===== config.mk =====
export PLATFORM = sky130hd
export DESIGN_NAME = tap_controller
export DESIGN_NICKNAME = d
export VERILOG_FILES = /design/src/rtl/jtag_pkg.sv /design/src/rtl/tap_fsm.sv /design/src/rtl/tap_controller.sv
export SDC_FILE = /design/constraint.sdc
export NUM_CORES = 1
export LEC_CHECK = 0
export CAP_MARGIN = 20
export CORE_MARGIN = 2
export CORE_UTILIZATION = 54
export CTS_BUF_LIST = sky130_fd_sc_hd__clkbuf_8
export CTS_CLUSTER_DIAMETER = 50
export CTS_CLUSTER_SIZE = 24
export DETAILED_ROUTE_END_ITERATION = 10
export PLACE_DENSITY_LB_ADDON = 0.2
export SLEW_MARGIN = 30
export SYNTH_ARGS = -nofsm -noshare
export SYNTH_HDL_FRONTEND = slang
export SYNTH_SLANG_ARGS = --single-unit

===== constraint.sdc =====
create_clock -name tck -period 2.2 [get_ports tck]
set_clock_uncertainty 0.1 [all_clocks]
set_input_delay 0.33 -clock tck [delete_from_list [all_inputs] [get_ports tck]]
set_output_delay 0.33 -clock tck [all_outputs]
set_load 0.005 [all_outputs]

===== src/rtl/jtag_pkg.sv =====
// Shared TAP definitions: state encoding, instruction codes and the
// 1149.1 state transition function used by the controller FSM.
package jtag_pkg;

   typedef enum logic [3:0] {
      EX2_DR   = 4'h0,
      EX1_DR   = 4'h1,
      SH_DR    = 4'h2,
      PAUSE_DR = 4'h3,
      SEL_IR   = 4'h4,
      UPD_DR   = 4'h5,
      CAP_DR   = 4'h6,
      SEL_DR   = 4'h7,
      EX2_IR   = 4'h8,
      EX1_IR   = 4'h9,
      SH_IR    = 4'hA,
      PAUSE_IR = 4'hB,
      RTI      = 4'hC,
      UPD_IR   = 4'hD,
      CAP_IR   = 4'hE,
      TLR      = 4'hF
   } tap_state_t;

   localparam logic [3:0] EXTEST     = 4'b0000;
   localparam logic [3:0] SAMPLE     = 4'b0001;
   localparam logic [3:0] IDCODE     = 4'b0010;
   localparam logic [3:0] BYPASS     = 4'b1111;
   localparam logic [3:0] IR_CAPTURE = 4'b0001;

   function automatic tap_state_t next_state(input tap_state_t s, input logic tms);
      case (s)
         TLR:      return tms ? TLR      : RTI;
         RTI:      return tms ? SEL_DR   : RTI;
         SEL_DR:   return tms ? SEL_IR   : CAP_DR;
         CAP_DR:   return tms ? EX1_DR   : SH_DR;
         SH_DR:    return tms ? EX1_DR   : SH_DR;
         EX1_DR:   return tms ? UPD_DR   : PAUSE_DR;
         PAUSE_DR: return tms ? EX2_DR   : PAUSE_DR;
         EX2_DR:   return tms ? UPD_DR   : SH_DR;
         UPD_DR:   return tms ? SEL_DR   : RTI;
         SEL_IR:   return tms ? TLR      : CAP_IR;
         CAP_IR:   return tms ? EX1_IR   : SH_IR;
         SH_IR:    return tms ? EX1_IR   : SH_IR;
         EX1_IR:   return tms ? UPD_IR   : PAUSE_IR;
         PAUSE_IR: return tms ? EX2_IR   : PAUSE_IR;
         EX2_IR:   return tms ? UPD_IR   : SH_IR;
         UPD_IR:   return tms ? SEL_DR   : RTI;
         default:  return TLR;
      endcase
   endfunction

endpackage


===== src/rtl/tap_fsm.sv =====
// TAP state register with next-state logic and the per-state decodes
// consumed by the register datapath in tap_controller.
module tap_fsm
   import jtag_pkg::*;
(
   input  logic       tck,
   input  logic       trst_n,
   input  logic       tms,
   output tap_state_t state,
   output logic       in_tlr,
   output logic       in_cap_dr,
   output logic       in_sh_dr,
   output logic       in_upd_dr,
   output logic       in_cap_ir,
   output logic       in_sh_ir,
   output logic       in_upd_ir
);

   tap_state_t state_nxt;

   // NOTE: state registers use non-blocking assignment so every flop samples
   // pre-edge values regardless of the order the simulator evaluates blocks.
   always_ff @(posedge tck or negedge trst_n) begin
      if (!trst_n) state <= TLR;
      else         state <= state_nxt;
   end

   // NOTE: every output of this block is given a default first, so no path
   // leaves a signal unassigned and no latch is inferred.
   always_comb begin
      state_nxt = next_state(state, tms);
      in_tlr    = 1'b0;
      in_cap_dr = 1'b0;
      in_sh_dr  = 1'b0;
      in_upd_dr = 1'b0;
      in_cap_ir = 1'b0;
      in_sh_ir  = 1'b0;
      in_upd_ir = 1'b0;
      case (state)
         TLR:     in_tlr    = 1'b1;
         CAP_DR:  in_cap_dr = 1'b1;
         SH_DR:   in_sh_dr  = 1'b1;
         UPD_DR:  in_upd_dr = 1'b1;
         CAP_IR:  in_cap_ir = 1'b1;
         SH_IR:   in_sh_ir  = 1'b1;
         UPD_IR:  in_upd_ir = 1'b1;
         default: ;
      endcase
   end

endmodule


===== src/rtl/tap_controller.sv =====
// 1149.1 TAP controller: IR, bypass and IDCODE registers, boundary-scan
// chain strobes and the falling-edge tdo mux.
module tap_controller
   import jtag_pkg::*;
#(
   parameter int          IR_WIDTH     = 4,
   parameter logic [31:0] IDCODE_VALUE = 32'h1000_0001
) (
   input  logic                tck,
   input  logic                trst_n,
   input  logic                tms,
   input  logic                tdi,
   output logic                bsr_si,
   input  logic                bsr_so,
   output logic                clock_dr,
   output logic                shift_dr,
   output logic                update_dr,
   output logic                mode,
   output logic                tdo,
   output logic                tdo_en,
   output logic [IR_WIDTH-1:0] ir_o,
   output logic [3:0]          state_o
);

   tap_state_t          state;
   logic                in_tlr, in_cap_dr, in_sh_dr, in_upd_dr;
   logic                in_cap_ir, in_sh_ir, in_upd_ir;
   logic [IR_WIDTH-1:0] ir_shift, ir_active;
   logic                bypass_reg;
   logic [31:0]         idcode_reg;
   logic                sel_bsr, sel_idcode, sel_bypass;

   tap_fsm u_fsm (
      .tck       (tck),
      .trst_n    (trst_n),
      .tms       (tms),
      .state     (state),
      .in_tlr    (in_tlr),
      .in_cap_dr (in_cap_dr),
      .in_sh_dr  (in_sh_dr),
      .in_upd_dr (in_upd_dr),
      .in_cap_ir (in_cap_ir),
      .in_sh_ir  (in_sh_ir),
      .in_upd_ir (in_upd_ir)
   );

   // Unassigned codes fall through to the bypass path.
   always_comb begin
      sel_bsr    = 1'b0;
      sel_idcode = 1'b0;
      sel_bypass = 1'b0;
      if (ir_active == IR_WIDTH'(EXTEST) || ir_active == IR_WIDTH'(SAMPLE)) sel_bsr = 1'b1;
      else if (ir_active == IR_WIDTH'(IDCODE))                             sel_idcode = 1'b1;
      else                                                                 sel_bypass = 1'b1;
   end

   always_ff @(posedge tck or negedge trst_n) begin
      if (!trst_n)                 ir_shift <= IR_WIDTH'(IR_CAPTURE);
      else if (in_tlr || in_cap_ir) ir_shift <= IR_WIDTH'(IR_CAPTURE);
      else if (in_sh_ir)           ir_shift <= {tdi, ir_shift[IR_WIDTH-1:1]};
   end

   // The active instruction changes on the falling edge so mode and the DR
   // selection never move while the rising-edge logic is sampling them.
   always_ff @(negedge tck or negedge trst_n) begin
      if (!trst_n)        ir_active <= IR_WIDTH'(IDCODE);
      else if (in_tlr)    ir_active <= IR_WIDTH'(IDCODE);
      else if (in_upd_ir) ir_active <= ir_shift;
   end

   always_ff @(posedge tck or negedge trst_n) begin
      if (!trst_n)                      bypass_reg <= 1'b0;
      else if (in_cap_dr && sel_bypass) bypass_reg <= 1'b0;
      else if (in_sh_dr && sel_bypass)  bypass_reg <= tdi;
   end

   always_ff @(posedge tck or negedge trst_n) begin
      if (!trst_n)                      idcode_reg <= IDCODE_VALUE;
      else if (in_cap_dr && sel_idcode) idcode_reg <= IDCODE_VALUE;
      else if (in_sh_dr && sel_idcode)  idcode_reg <= {tdi, idcode_reg[31:1]};
   end

   always_ff @(negedge tck or negedge trst_n) begin
      if (!trst_n) begin
         tdo    <= 1'b0;
         tdo_en <= 1'b0;
      end else begin
         tdo_en <= in_sh_ir | in_sh_dr;
         if (in_sh_ir)                   tdo <= ir_shift[0];
         else if (in_sh_dr && sel_bsr)    tdo <= bsr_so;
         else if (in_sh_dr && sel_idcode) tdo <= idcode_reg[0];
         else if (in_sh_dr)               tdo <= bypass_reg;
      end
   end

   // Strobes are decoded only from flops and gated by the low tck phase;
   // inputs settle while tck is high, so the gated pulses cannot glitch.
   assign clock_dr  = ~tck & (in_cap_dr | in_sh_dr) & sel_bsr;
   assign update_dr = ~tck & in_upd_dr & sel_bsr;
   assign shift_dr  = in_sh_dr & sel_bsr;
   assign mode      = (ir_active == IR_WIDTH'(EXTEST));
   assign bsr_si    = tdi;
   assign ir_o      = ir_active;
   assign state_o   = state;

endmodule

Yosys cells after proc, flatten, opt, wreduce, memory -nomap -nowiden
Index checks and enable logic that the tools add are counted.
Widths: inputs -> output; s select.
Word-level totals
  bits of input ports: 5
  logic and storage cells: 86
  register bits: 47
Cells by class
  equality and inequality tests: 17
  bitwise gates (word level): 8
  reduce and logical (&&, ||, !) cells: 17
  multiplexer cells: 37
Operator list (number)
  $mux 32: 2
  $pmux 4 s12: 1
  $eq 4x4->1 const B: 8
  $mux 4: 5
  $mux 1: 19
  $eq 4x3->1 const B: 4
  $eq 4x2->1 const B: 3
  $mux 2: 6
  $mux 3: 4
  $eq 4x1->1 const B: 2
  $logic_not 4->1: 2
  $reduce_bool 2->1: 4
  $and 1x1->1: 5
  $logic_and 1x1->1: 5
  $reduce_bool 4->1: 1
  $reduce_or 2->1: 2
  $reduce_or 3->1: 1
  $logic_or 1x1->1: 2
  $or 1x1->1: 2
  $not 1->1: 1

Depth between registers and ports, before layout
Gate-level depths: netlist of run 1.
  word-level depth: 7
  mapped depth: 5
  mapped depth without buffers: 3

Modules after synthesis
A second synthesis of run 1 with hierarchy kept.
Unflattened totals
  cell total of the unflattened synthesis: 166
  area total of the unflattened synthesis: 2042.0 µm²
By module, submodules not included
  tap_controller: instances 1, area each 1751.7 µm², cells each 134, sequential area each 1081.0 µm²
  tap_fsm: instances 1, area each 290.3 µm², cells each 32, sequential area each 105.1 µm²

==> results of run 1 <==
[per-layer routing]
layer  share of wire  track usage
met3           0.035       0.0678
met1            0.46        0.303
met4           0.018        0.115
met5               0            0
met2            0.49        0.346
[worst max-delay path, cell delays in order, from the launching register on]
cell and delay (ns):
dfstp_2 0.54, or4b_4 0.45, or3_4 0.39, buf_12 0.18, mux2_4 0.31
[cell usage after synthesis (2+ instances only)]
library cell | count | area (um^2)
dfrtp_1 | 34 | 851
dfrtn_1 | 5 | 125
nor2b_1 | 30 | 188
o21ai_0 | 10 | 50.1
a211oi_1 | 2 | 15.0
inv_1 | 8 | 30.0
nand2_1 | 12 | 45.0
nor2_1 | 6 | 22.5
mux2_4 | 28 | 420
or3_1 | 2 | 12.5
buf_12 | 3 | 60.1
a22oi_1 | 3 | 22.5
nor4_1 | 2 | 12.5
mux2i_1 | 3 | 30.0
a21oi_1 | 3 | 15.0
clkbuf_1 | 7 | 26.3
dfstp_2 | 8 | 210
mux2_2 | 3 | 33.8
nand2b_1 | 7 | 43.8
[path summary, 6_finish.rpt]
| kind | to | slack, ns | cells after the start |
|---|---|---|---|
| max | idcode_reg[3] | -1.05 | 4 |
| min | idcode_reg[0] | 0.39 | 2 |
| max reg2reg | idcode_reg[3] | -1.05 | 4 |
| min reg2reg | idcode_reg[0] | 0.39 | 2 |
| max in group asynchronous | ir_o[1] | 0.48 | 2 |
| min in group asynchronous | idcode_reg[12] | 0.46 | 3 |
[layout make-up]
type | count | area share
repair buffers | 48 | 0.163
flip-flops and latches | 47 | 0.387
multi-input cells | 125 | 0.363
clock inverters | 3 | 0.00490
well taps | 50 | 0.0204
inverters | 7 | 0.00858
clock buffers | 13 | 0.0527
[timing repair]
action                                  in CTS  in global routing
endpoints found under the setup margin      54                 53
hold buffers                                 1                  0
gates cloned                                 2                  0
setup buffers                                6                  7
pin swaps                                    4                  1
endpoints found under the hold margin       34                  0
gates resized for setup                     60                 19
[cells by family (layout without fill, tap and decap cells)]
logic type / after synthesis / in the layout / synth area share
buffers and inverters: 20 / 71 / 0.0576
DFF: 47 / 47 / 0.506
and+or+nand+nor: 66 / 66 / 0.161
muxes: 34 / 34 / 0.207
AOI/OAI and AO/OA: 25 / 25 / 0.0694
[power by group through the flow]
stage | Clock [mW] | Sequential [mW] | Combinational, mW
finish | 0.823 | 1.26 | 1.75
global route | 0.877 | 1.28 | 1.88
CTS | 0.825 | 1.24 | 1.59
detailed placement | 0.0341 | 1.25 | 1.30
global placement | 0.0341 | 1.24 | 1.26
floorplan | 0.0214 | 1.25 | 0.803
==> impl_metrics.toml, run 1 <==
[routing]
vias = 1619
wire_per_inst_um = 17.7
totalWireLength_mm = 5.18
ant_nets = 0
viasPerCell = 5.53
drtIter0Drc = 46
drc = 0
drt_first_pass_iters = 4

[layout]
instances_no_fill = 293
fin_util = 0.750
seqCellArea_um2 = 1190
final_nets = 246
largest_reg_flops = 32
final_cell_mix = "34 x dfrtp_1, 29 x nor2b_1, 28 x mux2_4"
fillers = 273
final_common_cell = "dfrtp_1"
fin_area_um2 = 3060
diodes = 0
layout-drive-gt1-share = 0.449
multiInputGateArea_um2 = 1110
synthToLayoutAreaGrowth_pct = 30.6

[worst_setup_path]
critical_path.startpoint = "ir_o[1]"
arrival_ns = 3.45
cp-end-kind = "flip-flop"
crit_type = "reg -> reg"
worstPathRequired_ns = 2.40
cp-start-kind = "flip-flop"
reg2reg_from = "ir_o[1]"
crit_fanout = 16

[floorplan]
start_util = 0.574
core_area_um2 = 4090
fp.dieH_um = 69.9
fp.dieArea_um2 = 4890
rows = 23
die_x_um = 69.9
io_pins = 20

[global_routing]
grt_pass1_vias = 1737
grt_pass1_wl_mm = 8.58
antenna_found_initial = 0
grt_overflow = 0
grt_max_degree = 18
grt_usage = 0.230

[logic_synthesis]
synthCells = 192
syn-num-nets = 197
synth-seq-cells = 47
ys_async_sr_fraction = 1.00
synth_ff_type = "dfrtp_1"
ys_warn_count = 0
syn_area_um2 = 2340
synth_edf_count = 0
avgSynthCellArea_um2 = 12.2
synth-seq-area-share = 0.506
synth.distinct_cells = 35

[sta]
worstMarginPinSlew_ns = 0.309
rsz0062_at_grt = "true"
relSlewSlack = 0.793
fin_tns_setup_ns = -40.47
setup_viol_count_final = 49
layout_setup_ws_ns = -1.05
slew_viol_final = 0
hold_violations = 0
hold_ws_ns = 0.391

[run_status]
violations = "setup timing"
status = "finished with violations"

[power_and_ir_drop]
intPower_mw = 2.51
switching_share = 0.345
ir_drop_mv = 0.806
power_mw = 3.83
leakagePower_nw = 1.54
clkPwrFrac = 0.215
seq_power_share = 0.328
p_switching_mw = 1.32
p_per_area_nw_per_um2 = 1250
combPwrFrac = 0.458

[clocking]
clock_latency_ns = 0.47
clk_pin_slew_ns = 0.09
cts_tree = "yes"

[place]
gp_congestion = 0.815
numPortBuffers = 19
placedCellCount = 268
postPlaceCellArea_um2 = 2680
place_ws_ns = -1.08
dp_hpwl_mm = 3.09

[min_path]
hold_start = "idcode_reg[0]"
min_path_type = "reg -> reg"

[flow_run]
maxCapViolations = 0
Note: power is estimated with default switching activity, not from simulation.
==> run 2: changes to the inputs <==
- SETUP_SLACK_MARGIN: not set -> 0.3
==> impl_metrics.toml, run 2 (synthesized netlist as in run 1, its figures left out) <==
[routing]
vias = 1773
viasPerCell = 5.72
totalWireLength_mm = 6.20
drc = 0
drtIter0Drc = 96
wire_per_inst_um = 20.0
drt_first_pass_iters = 4
ant_nets = 0

[worst_setup_path]
cpPeakStageDelay_ns = 0.41
cp-start-kind = "flip-flop"
arrival_ns = 2.89
crit_fanout = 4
crit_buf_inv = 2
crit_family = "simple AND/OR/NAND/NOR gates"
worstPathRequired_ns = 1.77
cp_slowest_cell = "or3_4"
cp-end-kind = "output pin"
path_cells = "buf_6 -> or3_4 -> nor2_4 -> and4_1 -> buf_2"
crit_type = "reg -> out"

[sta]
worstMarginPinSlew_ns = 0.264
rsz0062_at_grt = "true"
layout_setup_ws_ns = -1.12
slew_viol_final = 0
relSlewSlack = 0.822
setup_viol_count_final = 52
hold_violations = 0

[power_and_ir_drop]
leakagePower_nw = 1.69
p_switching_mw = 1.52
ir_drop_mv = 0.954
intPower_mw = 2.85
power_mw = 4.37
clkPwrFrac = 0.207
p_per_area_nw_per_um2 = 1320
switching_share = 0.348
seq_power_share = 0.293
combPwrFrac = 0.500

[layout]
seqCellArea_um2 = 1190
fin_util = 0.812
final_nets = 263
diodes = 0
fin_area_um2 = 3320
synthToLayoutAreaGrowth_pct = 41.6
multiInputGateArea_um2 = 1160
final_common_cell = "dfrtp_1"
largest_reg_flops = 32
layout-drive-gt1-share = 0.515
fillers = 194
final_cell_mix = "34 x dfrtp_1, 29 x nor2b_1, 28 x mux2_4"

[global_routing]
antenna_found_initial = 0
grt_overflow = 0
grt_max_degree = 19
grt_usage = 0.253
grt_pass1_wl_mm = 9.38
grt_pass1_vias = 1927

[floorplan]
io_pins = 20
core_area_um2 = 4090
start_util = 0.574
fp.dieArea_um2 = 4890
fp.dieH_um = 69.9
die_x_um = 69.9
rows = 23

[place]
numPortBuffers = 19
dp_hpwl_mm = 2.93
place_ws_ns = -1.05
gp_congestion = 0.823
postPlaceCellArea_um2 = 2670

[run_status]
violations = "setup timing"
status = "finished with violations"

[clocking]
clock_latency_ns = 0.49
cts_tree = "yes"
clk_pin_slew_ns = 0.09

[flow_run]
maxCapViolations = 0

[min_path]
min_path_type = "reg -> reg"
-- run 2: cell count changes in the layout (fill, tap and decap cells not counted), sizes merged --
cell           previous run  this run
buf                      40        57
clkdlybuf4s50             8         4
clkinv                    0         2
clkinvlp                  1         0
clkbuf                   11        12
dlygate4sd2               0         1
bufinv                    0         1
-- run 2: power groups by stage --
stage | combinational [mW] | sequential (mW) | clock (mW)
after CTS | 1.81 | 1.24 | 0.898
after floorplan | 0.802 | 1.25 | 0.0214
after detailed placement | 1.29 | 1.25 | 0.0341
after global routing | 2.31 | 1.30 | 0.968
final | 2.19 | 1.28 | 0.906
after global placement | 1.24 | 1.24 | 0.0341
-- run 2: stage by stage --
| stage | setup TNS [ns] | cells | hold slack [ns] |
|---|---|---|---|
| floorplan | -32.86 | 192 | -0.0656 |
| global placement | -38.55 | 266 | 0.344 |
| detailed placement | -39.67 | 266 | 0.377 |
| CTS | -39.78 | 301 | 0.396 |
| global route | -44.25 | 310 | 0.434 |
| finish | -42.45 | 310 | 0.397 |
-- run 2: repair_timing --
item | in CTS | in global routing
setup buffers | 19 | 7
gates resized for setup | 84 | 23
gates cloned | 2 | 2
endpoints found under the hold margin | 34 | 0
hold buffers | 1 | 0
pin swaps | 4 | 4
setup endpoints to repair | 60 | 59
-- run 2: metal layers --
metal | track usage | vias up | wire [um]
li1 | - | 782 | -
met1 | 0.299 | 914 | 2600
met2 | 0.420 | 58 | 3160
met3 | 0.0577 | 19 | 250
met4 | 0.147 | 0 | 189
met5 | 0 | - | 0
-- run 2: area by class of cell --
class / instances / share of cell area
Tap cell: 50 / 0.0188
Clock buffer: 11 / 0.0403
Multi-Input combinational cell: 125 / 0.349
Clock inverter: 5 / 0.0155
Sequential cell: 47 / 0.357
Inverter: 7 / 0.00792
Timing Repair Buffer: 65 / 0.211
-- run 2: worst register-to-register path: stages (launching register included) --
cell       delay [ns]
dfstp_2          0.53
or4b_1           0.44
or3_4            0.43
clkbuf_16        0.21
mux2_4           0.30
-- run 2: path summary, 6_finish.rpt --
kind,start,depth (start not counted),slack (ns),to
min in group asynchronous,trst_n,3,0.48,idcode_reg[2]
setup reg to reg,ir_o[1],4,-1.10,idcode_reg[10]
setup / recovery,ir_o[1],5,-1.12,update_dr
max in group asynchronous,trst_n,2,0.49,ir_o[1]
hold / removal,idcode_reg[0],2,0.40,idcode_reg[0]
hold reg to reg,idcode_reg[0],2,0.40,idcode_reg[0]
==> run 3: changes to the inputs <==
- CORE_UTILIZATION: 54 -> 59
- clock period: 2.2 -> 3.1 ns (I/O delays scaled with it)
==> impl_metrics.toml, run 3 (synthesized netlist as in run 1, its figures left out) <==
[power_and_ir_drop]
power_mw = 2.63
leakagePower_nw = 1.49
p_per_area_nw_per_um2 = 889
ir_drop_mv = 0.561

[place]
dp_hpwl_mm = 2.80
placedCellCount = 257
numPortBuffers = 19
gp_congestion = 0.831

[worst_setup_path]
crit_buf_inv = 1
cp-start-kind = "flip-flop"
crit_fanout = 4
crit_type = "reg -> out"
arrival_ns = 3.15
worstPathRequired_ns = 2.53
path_cells = "or3_4 -> nor2_1 -> and4_1 -> buf_2"
cp-end-kind = "output pin"
cpPeakStageDelay_ns = 0.42
cp_slowest_cell = "or3_4"
crit_family = "simple AND/OR/NAND/NOR gates"

[run_status]
violations = "setup timing"
status = "finished with violations"

[global_routing]
grt_overflow = 0
grt_max_degree = 33
grt_pass1_vias = 1677
grt_pass1_wl_mm = 8.06
antenna_found_initial = 0
grt_usage = 0.253

[routing]
totalWireLength_mm = 4.87
ant_nets = 0
wire_per_inst_um = 17.2
viasPerCell = 5.53
drt_first_pass_iters = 4
drtIter0Drc = 98
vias = 1571
drc = 0

[floorplan]
rows = 22
fp.dieArea_um2 = 4490
die_x_um = 67.0
io_pins = 20
fp.dieH_um = 67.0
start_util = 0.626
core_area_um2 = 3740

[sta]
relSlewSlack = 0.733
setup_viol_count_final = 43
rsz0062_at_grt = "true"
slew_viol_final = 0
layout_setup_ws_ns = -0.614
worstMarginPinSlew_ns = 0.400
hold_violations = 0

[clocking]
clk_pin_slew_ns = 0.09
clock_latency_ns = 0.48
cts_tree = "yes"

[layout]
final_cell_mix = "34 x dfrtp_1, 30 x nor2b_1, 29 x mux2_4"
final_nets = 239
instances_no_fill = 284
final_common_cell = "dfrtp_1"
fin_util = 0.790
layout-drive-gt1-share = 0.398
largest_reg_flops = 32
diodes = 0
synthToLayoutAreaGrowth_pct = 26.2

[flow_run]
maxCapViolations = 0

[min_path]
min_path_type = "reg -> reg"
run 3: final cells by class:
| type | instances | area (um^2) |
|---|---|---|
| Sequential cell | 47 | 1190 |
| Multi-Input combinational cell | 125 | 1090 |
| Fill cell | 235 | 785 |
| Timing Repair Buffer | 41 | 388 |
| Clock buffer | 11 | 134 |
| Clock inverter | 5 | 71.3 |
| Tap cell | 48 | 60.1 |
| Inverter | 7 | 26.3 |
run 3: what timing repair did:
| action | in CTS | in global routing |
|---|---|---|
| gates cloned | 1 | 0 |
| resized for setup | 52 | 5 |
| buffers inserted | 10 | 2 |
| endpoints found under the setup margin | 49 | 49 |
| pin swaps | 2 | 1 |
| hold buffers | 1 | 0 |
| hold endpoints to repair | 4 | 0 |
run 3: where the power goes:
part           leakage [nW]  internal, mW  switching (mW)  total (mW)
logic                 0.744         0.537           0.523        1.06
registers             0.617         0.775          0.0961       0.871
clock network         0.126         0.443           0.255       0.698
total                  1.49          1.75           0.874        2.63
run 3: worst paths after layout:
path	from	to	slack [ns]	depth (start not counted)
min in group asynchronous	trst_n	bypass_reg	0.39	2
max reg2reg	ir_o[1]	idcode_reg[5]	-0.61	4
min reg2reg	idcode_reg[0]	idcode_reg[0]	0.37	2
max in group asynchronous	trst_n	ir_o[1]	0.71	2
max	ir_o[2]	update_dr	-0.61	4
min	idcode_reg[0]	idcode_reg[0]	0.37	2
run 3: per-stage QoR:
step | setup TNS [ns] | cell area [um^2] | hold slack [ns] | worst slack (ns)
floorplan | -16.41 | 2400 | 0.0694 | -0.533
global placement | -20.36 | 2600 | 0.287 | -0.581
detailed placement | -22.24 | 2600 | 0.299 | -0.642
CTS | -21.81 | 2920 | 0.378 | -0.616
global route | -24.11 | 2960 | 0.404 | -0.663
finish | -22.40 | 2960 | 0.375 | -0.614
run 3: worst min-delay path, cell delays in order (launching register included):
cell     delay [ns]
dfstp_2        0.38
inv_1          0.04
mux2i_1        0.06
run 3: per-layer routing:
metal	vias up	share of wire	GRT usage
met5	-	0	0
met2	33	0.49	0.371
met3	11	0.039	0.0912
li1	736	-	-
met1	791	0.46	0.337
met4	0	0.013	0.102
